## src/rtl/enemy_tick_random_gen_if.sv

```systemverilog
// Frame-tick / random-direction bundle between the tick generator and its host.
interface enemy_tick_random_gen_if;
    logic        startOfFrame;
    logic        enable;
    logic [1:0]  speed_sel;
    logic        seed_load;
    logic [15:0] seed_value;
    logic        timer_done;
    logic [3:0]  random;
    logic [7:0]  tick_count;

    modport master (
        output startOfFrame, enable, speed_sel, seed_load, seed_value,
        input  timer_done, random, tick_count
    );

    modport slave (
        input  startOfFrame, enable, speed_sel, seed_load, seed_value,
        output timer_done, random, tick_count
    );
endinterface

```

## src/rtl/enemy_tick_random_gen.sv

```systemverilog
// Frame-divided move strobe with a registered 4-bit direction drawn from a
// free-running 16-bit Galois LFSR.
module enemy_tick_random_gen #(
    parameter logic [15:0] LFSR_SEED       = 16'hACE1,
    parameter int unsigned FRAMES_PER_TICK = 4
) (
    input  logic                   CLK,
    input  logic                   RESETn,
    enemy_tick_random_gen_if.slave bus
);
    localparam logic [15:0] LFSR_MASK = 16'hB400;
    localparam logic [7:0]  FPT       = FRAMES_PER_TICK[7:0];

    logic [15:0] lfsr_q, lfsr_d, lfsr_step;
    logic [7:0]  frame_cnt_q, frame_cnt_d;
    logic [7:0]  tick_count_q, tick_count_d;
    logic [7:0]  shifted, period;
    logic [3:0]  random_q, random_d;
    logic        timer_done_q, timer_done_d;

    always_comb begin
        shifted   = FPT >> bus.speed_sel;
        period    = (shifted == '0) ? 8'd1 : shifted;
        lfsr_step = lfsr_q[0] ? ((lfsr_q >> 1) ^ LFSR_MASK) : (lfsr_q >> 1);
    end

    always_comb begin
        lfsr_d       = lfsr_q;
        frame_cnt_d  = frame_cnt_q;
        tick_count_d = tick_count_q;
        random_d     = random_q;
        timer_done_d = 1'b0;
        if (bus.seed_load) begin
            lfsr_d      = (bus.seed_value == '0) ? LFSR_SEED : bus.seed_value;
            frame_cnt_d = '0;
        end else if (bus.enable) begin
            lfsr_d = lfsr_step;
            if (bus.startOfFrame) begin
                // >= so that a lowered period fires on the next frame
                if (frame_cnt_q >= period - 8'd1) begin
                    frame_cnt_d  = '0;
                    timer_done_d = 1'b1;
                    random_d     = lfsr_q[3:0];
                    tick_count_d = tick_count_q + 8'd1;
                end else begin
                    frame_cnt_d = frame_cnt_q + 8'd1;
                end
            end
        end
    end

    always_ff @(posedge CLK or negedge RESETn) begin
        if (!RESETn) begin
            lfsr_q       <= LFSR_SEED;
            frame_cnt_q  <= '0;
            tick_count_q <= '0;
            random_q     <= '0;
            timer_done_q <= 1'b0;
        end else begin
            lfsr_q       <= lfsr_d;
            frame_cnt_q  <= frame_cnt_d;
            tick_count_q <= tick_count_d;
            random_q     <= random_d;
            timer_done_q <= timer_done_d;
        end
    end

    assign bus.timer_done = timer_done_q;
    assign bus.random     = random_q;
    assign bus.tick_count = tick_count_q;
endmodule

```

## src/flat_wrapper.sv

```systemverilog
// flat-port wrapper written by rule: the top's interface ports become plain ports
module enemy_tick_random_gen_flat 
#(
    parameter logic [15:0] LFSR_SEED       = 16'hACE1,
    parameter int unsigned FRAMES_PER_TICK = 4
)
  (CLK, RESETn, bus_startOfFrame, bus_enable, bus_speed_sel, bus_seed_load, bus_seed_value, bus_timer_done, bus_random, bus_tick_count);
  enemy_tick_random_gen_if bus_i ();
  input  logic CLK;
  input  logic RESETn;
  input wire logic [$bits(bus_i.startOfFrame)-1:0] bus_startOfFrame;
  input wire logic [$bits(bus_i.enable)-1:0] bus_enable;
  input wire logic [$bits(bus_i.speed_sel)-1:0] bus_speed_sel;
  input wire logic [$bits(bus_i.seed_load)-1:0] bus_seed_load;
  input wire logic [$bits(bus_i.seed_value)-1:0] bus_seed_value;
  output wire logic [$bits(bus_i.timer_done)-1:0] bus_timer_done;
  output wire logic [$bits(bus_i.random)-1:0] bus_random;
  output wire logic [$bits(bus_i.tick_count)-1:0] bus_tick_count;
  assign bus_i.startOfFrame = bus_startOfFrame;
  assign bus_i.enable = bus_enable;
  assign bus_i.speed_sel = bus_speed_sel;
  assign bus_i.seed_load = bus_seed_load;
  assign bus_i.seed_value = bus_seed_value;
  assign bus_timer_done = bus_i.timer_done;
  assign bus_random = bus_i.random;
  assign bus_tick_count = bus_i.tick_count;
  enemy_tick_random_gen #(.LFSR_SEED(LFSR_SEED), .FRAMES_PER_TICK(FRAMES_PER_TICK)) u_core (.CLK(CLK), .RESETn(RESETn), .bus(bus_i));
endmodule
```

## config.mk

```make
export PLATFORM = sky130hd
export DESIGN_NAME = enemy_tick_random_gen_flat
export DESIGN_NICKNAME = d
export VERILOG_FILES = /design/src/rtl/enemy_tick_random_gen_if.sv /design/src/rtl/enemy_tick_random_gen.sv /design/src/flat_wrapper.sv
export SDC_FILE = /design/constraint.sdc
export NUM_CORES = 1
export LEC_CHECK = 0
export BUFFER_PORTS_ARGS = -buffer_cell sky130_fd_sc_hd__buf_4
export CAP_MARGIN = 10
export CORE_MARGIN = 1.5
export CORE_UTILIZATION = 55
export CTS_BUF_LIST = sky130_fd_sc_hd__clkbuf_2
export CTS_CLUSTER_SIZE = 16
export DETAILED_ROUTE_END_ITERATION = 7
export GPL_TIMING_DRIVEN = 0
export HOLD_SLACK_MARGIN = 0.02
export PLACE_DENSITY_LB_ADDON = 0.3
export SKIP_LAST_GASP = 1
export SLEW_MARGIN = 20
export SYNTH_ARGS = -nofsm -noshare
export SYNTH_HDL_FRONTEND = slang
export SYNTH_SLANG_ARGS = --single-unit
```

## constraint.sdc

```tcl
create_clock -name CLK -period 3.17 [get_ports CLK]
set_clock_uncertainty 0.1 [all_clocks]
set_input_delay 0.317 -clock CLK [delete_from_list [all_inputs] [get_ports CLK]]
set_output_delay 0.317 -clock CLK [all_outputs]
set_load 0.05 [all_outputs]
```

-- Word-level counts from Yosys, hierarchy flattened
Cells that the tools add are included.
- flip-flop bits (word level): 37
- latch bits: 0
- memory bits (writable): 0
- memory bits (read-only): 0
- input port bits: 23
- word-level logic and storage cells: 31
- memories kept: 0
- $add $sub $neg: 3
- multipliers: 0
- div/mod/pow operators: 0
- $lt $le $gt $ge: 1
- eq/ne operators: 0
- shift-type cells: 1
- muxes and demuxes: 13
- bitwise operators: 2
- reductions and logical operators: 6
- operators by type and width (operator ; count):
    16-bit 2-to-1 mux ; 4
    8-bit 2-to-1 mux ; 5
    8-bit by 1-bit adder with 8-bit output (second input constant) ; 2
    16-bit zero test ; 1
    8-bit greater-or-equal comparator ; 1
    8-bit zero test ; 1
    3-bit by 2-bit right shift with 8-bit output (first input constant) ; 1
    8-bit by 1-bit subtractor with 8-bit output (second input constant) ; 1
    1-bit 2-to-1 mux ; 4
    3-bit inverter with 4-bit output ; 1
    4-bit AND reduction ; 1
    2-bit nonzero test ; 2
    2-bit AND reduction ; 1
    1-bit inverter ; 1

-- Longest topological paths before layout
- depth in word-level cells: 9
- mapped depth: 7

-- Least setup slack after synthesis
No wires, ideal clock.
- path type: in2reg
- start point: in bus_speed_sel[0]
- end point: reg u_core.random_q[0] (netlist: u_core.bus.random[0])
- setup time: 0.125 ns
- arrival: 1.889 ns
- slack: 1.056 ns
- stages on the path: 6
- cell sequence: or2_2 -> ha_1 -> or4_4 -> a211oi_4 -> nor3_4 -> mux2_4
- longest elaborated chain between the ends: 6
- RTL lines (item ; line ; RTL):
    from (decl) ; flat_wrapper.sv:13 ; input wire logic [$bits(bus_i.speed_sel)-1:0] bus_speed_sel;
    3-bit by 2-bit right shift with 8-bit output * ; enemy_tick_random_gen.sv:22 ; shifted = FPT >> bus.speed_sel;
    8-bit zero test ; enemy_tick_random_gen.sv:23 ; period = (shifted == '0) ? 8'd1 : shifted;
    8-bit 2-to-1 mux * ; enemy_tick_random_gen.sv:23 ;
    8-bit by 1-bit subtractor with 8-bit output * ; enemy_tick_random_gen.sv:40 ; if (frame_cnt_q >= period - 8'd1) begin
    8-bit greater-or-equal comparator * ; enemy_tick_random_gen.sv:40 ;
    4-bit AND reduction (no line) * ; - ;
    to (signal assigned) ; enemy_tick_random_gen.sv:63 ; random_q <= random_d;
    to (decl) ; enemy_tick_random_gen.sv:18 ; logic [3:0] random_q, random_d;
Mark *: on every way between the ends. The rest lies on a longest branch, timed or not.
A chain may end at the register's enable or synchronous reset.

-- Worst setup path in the final report
- start point: reg u_core.frame_cnt_q[1]
- end point: reg u_core.random_q[3] (netlist: u_core.bus.random[3])
- longest elaborated chain between the ends: 2
- RTL lines (item ; line ; RTL):
    from (decl) ; enemy_tick_random_gen.sv:15 ; logic [7:0] frame_cnt_q, frame_cnt_d;
    from (signal assigned) ; enemy_tick_random_gen.sv:61 ; frame_cnt_q <= frame_cnt_d;
    8-bit greater-or-equal comparator ; enemy_tick_random_gen.sv:40 ;
    4-bit AND reduction (no line) ; - ;
Every way passes these cells.

==> metrics.md <==
| Metric | Value |
|---|---|
| Outcome | `completed` |
| Post-route non-filler standard cell count | `243` |
| Fraction of layout cells with a size suffix above 1 | `0.357` |
| Number of synthesized flops with an enable pin | `0` |
| CP max stage delay | `between 0.4 and 0.5 ns` |
| Design area | `0.00217 mm2` |
| Yosys top cell by area | `dfrtp_1` |
| WS Path Type | `flip-flop to flip-flop` |
| RSZ-0062 raised after global routing | `no` |
| Power Density | `~580 mW/mm2` |
| Clk root buf | `clkbuf_2` |
| Yosys Warn Count | `0` |
| Area of the core | `0.00310 mm2` |
| Minimum clock period | `about 2.1 ns` |
| Worst Hold Class | `input pin to flip-flop` |
| # fillers | `between 200 and 300` |
| Dpl ws | `0.852 ns` |
| Slew HR | `0.700` |
| Peak supply drop | `276 uV` |
| Cell leakage power | `1.00 nW` |
| DP Area | `0.00212 mm2` |
| Critical Path AT | `around 2.2 ns` |
| Crit path max-delay family | `simple AND/OR/NAND/NOR gates` |
| Detailed placement HPWL | `2640 um` |
| Main area contributors after synthesis | `dfrtp_1 (40%), dfstp_2 (12%), mux2_4 (4.1%)` |
| Crit path buf inv count | `0` |
| # setup viols final | `0` |
| Initial core utilization | `0.585` |
| Buffers added on ports | `33` |
| Post-Synthesis Cells | `between 150 and 200` |
| Placed cell count | `234` |
| Drt drc | `0` |
| Fmax | `approximately 0.48 GHz` |
| Most used DFF post-synth | `dfrtp_1` |
| Clock sink count | `37` |
| GP Congestion | `around 0.8` |
| Post-synth top cells | `dfrtp_1 (29), nand2_1 (14), o21ai_0 (9)` |
| Longest Clk Path Bufs | `2` |
| Post-route clock period utilization | `0.651` |
| First-pass GRT wire length | `about 6300 um` |
| Core Util, Final | `0.699` |
| Hold Worst Slack | `around 0.043 ns` |
| CP max stage cell | `dfrtp_1` |
| Worst Tran Pin Value | `0.450 ns` |
| Reg clk slew, reported paths | `0.17 ns` |
| Hold Fails Final Rpt | `0` |
| Async set or reset register ratio after synthesis | `1.00` |
| Drt wl/cell | `~15 um` |
| Fin. max-slew vios | `0` |
| Post-synthesis area per instance | `11.6 um2` |
| Final TNS setup | `0 ns` |
| Mapped Area | `0.00182 mm2` |
| Antenna viol nets, final | `0` |
| Row cnt | `20` |
| Worst setup SP type | `flip-flop` |
| Post_cts resized | `0` |
| Initial antenna violation count | `0` |
| Die width | `60.5 um` |
| Clk_lat worst skew | `between 0.3 and 0.4 ns` |
| MaxCap Viol Count | `0` |
| Die span in y | `~60 um` |
| Post-Syn Nets | `roughly 180` |
| Worst-path cell chain | `ha_1, or4_4, a211oi_4, nor3_4, mux2_4` |
| FF+latch count, synth | `37` |
| DR pass1 iterations | `4` |
| Global route overflow | `0` |
| PnR worst setup slack | `about 1.1 ns` |
| WL final | `3650 um` |
| Die area | `0.00366 mm2` |
| Seq/Total Area, Yosys | `0.515` |
| Final Power | `1.25 mW` |
| CTS tree | `done` |
| Proportion of netlist area held by the largest area contributor | `0.399` |
| Crit. End Element | `flip-flop` |
| Vias | `roughly 1400` |
| CTS H-tree depth | `2` |
| Tot GR Track Use | `0.235` |
| Area growth syn-to-layout | `19.4%` |
| Netlist cell types | `37` |
| Largest net degree at the start of global routing | `38` |
| CP max FO | `7` |
| WP data required | `3.35 ns` |
| Vias per Instance | `roughly 5.6` |
| Most numerous cell in the Yosys netlist | `dfrtp_1` |
| IO Pins | `36` |
| DRT iter0 DRCs | `56` |
| Num CTS Buffers | `5` |
| Vias in the first global route | `1400` |
| NumNets Final | `225` |
| ANT cells | `0` |
## cell families (layout without fill, tap and decap cells)
group                    after synthesis  count (layout)  synth area share
AND/OR/NAND/NOR                       50              50             0.157
multiplexers                          18              18             0.117
XOR/XNOR                              12              12            0.0579
flip-flops                            37              37             0.515
adder cells (fa/ha/maj)                4               4            0.0275
AO/OA/AOI/OAI                         25              25            0.0964
buffers and inverters                 11              53            0.0289
## path summary, 6_finish.rpt
kind / from / end / slack (ns) / cells past startpoint
worst min register to register: u_core.bus.tick_count[7] / u_core.bus.tick_count[7] / 0.39 / 1
min in group asynchronous: RESETn / u_core.frame_cnt_q[2] / 0.31 / 2
worst max register to register: u_core.frame_cnt_q[1] / u_core.bus.random[3] / 1.11 / 5
worst max-delay path: u_core.frame_cnt_q[1] / u_core.bus.random[3] / 1.11 / 5
worst min-delay path: bus_seed_value[1] / u_core.lfsr_q[1] / 0.04 / 3
max in group asynchronous: RESETn / u_core.lfsr_q[10] / 2.32 / 2
## what timing repair did
action / CTS / global route
hold buffers: 1 / 0
buffers inserted: 0 / 0
setup endpoints to repair: 0 / 0
hold endpoints to repair: 29 / 0
## layout make-up
| cell class | instances | area, um2 | share of cell area |
|---|---|---|---|
| well taps | 44 | 55.1 | 0.0254 |
| flip-flops and latches | 37 | 936 | 0.431 |
| plain buffers | 9 | 45.0 | 0.0208 |
| inverters | 2 | 7.51 | 0.00346 |
| clock buffers | 8 | 40.0 | 0.0185 |
| repair buffers | 34 | 258 | 0.119 |
| multi-input cells | 109 | 828 | 0.382 |
## report_power, final
part,total (mW),internal (mW),switching (mW)
sequential,0.609,0.546,0.0639
clock,0.213,0.0651,0.148
combinational,0.426,0.167,0.259
## placed cells by master (no fill, tap or decap), types with 2 or more instances in the layout
cell,n
buf_2,3
buf_4,33
clkbuf_1,5
dfstp_2,8
nor2_1,6
nand2_1,14
xnor2_1,7
mux2_2,6
mux2i_1,7
nand4_1,3
mux2_4,5
dfrtp_1,29
clkbuf_2,8
ha_1,4
a21oi_1,5
inv_1,2
o21ai_0,9
o22a_1,8
and2_1,2
nor4_1,5
xor2_1,5
nand3_1,4
nor3b_1,3
nor3_1,2
## sequential cells by signal (all words and copies together) (netlist names)
name and cells:
u_core.frame_cnt_q 8, u_core.bus.timer_done 1, u_core.bus.random 4, u_core.bus.tick_count 8
u_core.lfsr_q 16
## worst min-delay path, delay by kind of cell
kind                   cells  cell delay [ns]
and+or+nand+nor            1             0.04
AOI/OAI and AO/OA          1             0.05
buffers and inverters      1             0.09
## metal layers
metal	track usage	routed length [um]	part of all wire	vias to the layer above
met5	0	0	0	-
met3	0.0597	174	0.048	8
li1	-	-	-	645
met2	0.402	1880	0.51	41
met1	0.292	1540	0.42	668
met4	0.0807	57	0.016	0
Power figures use the tool's default switching activity.
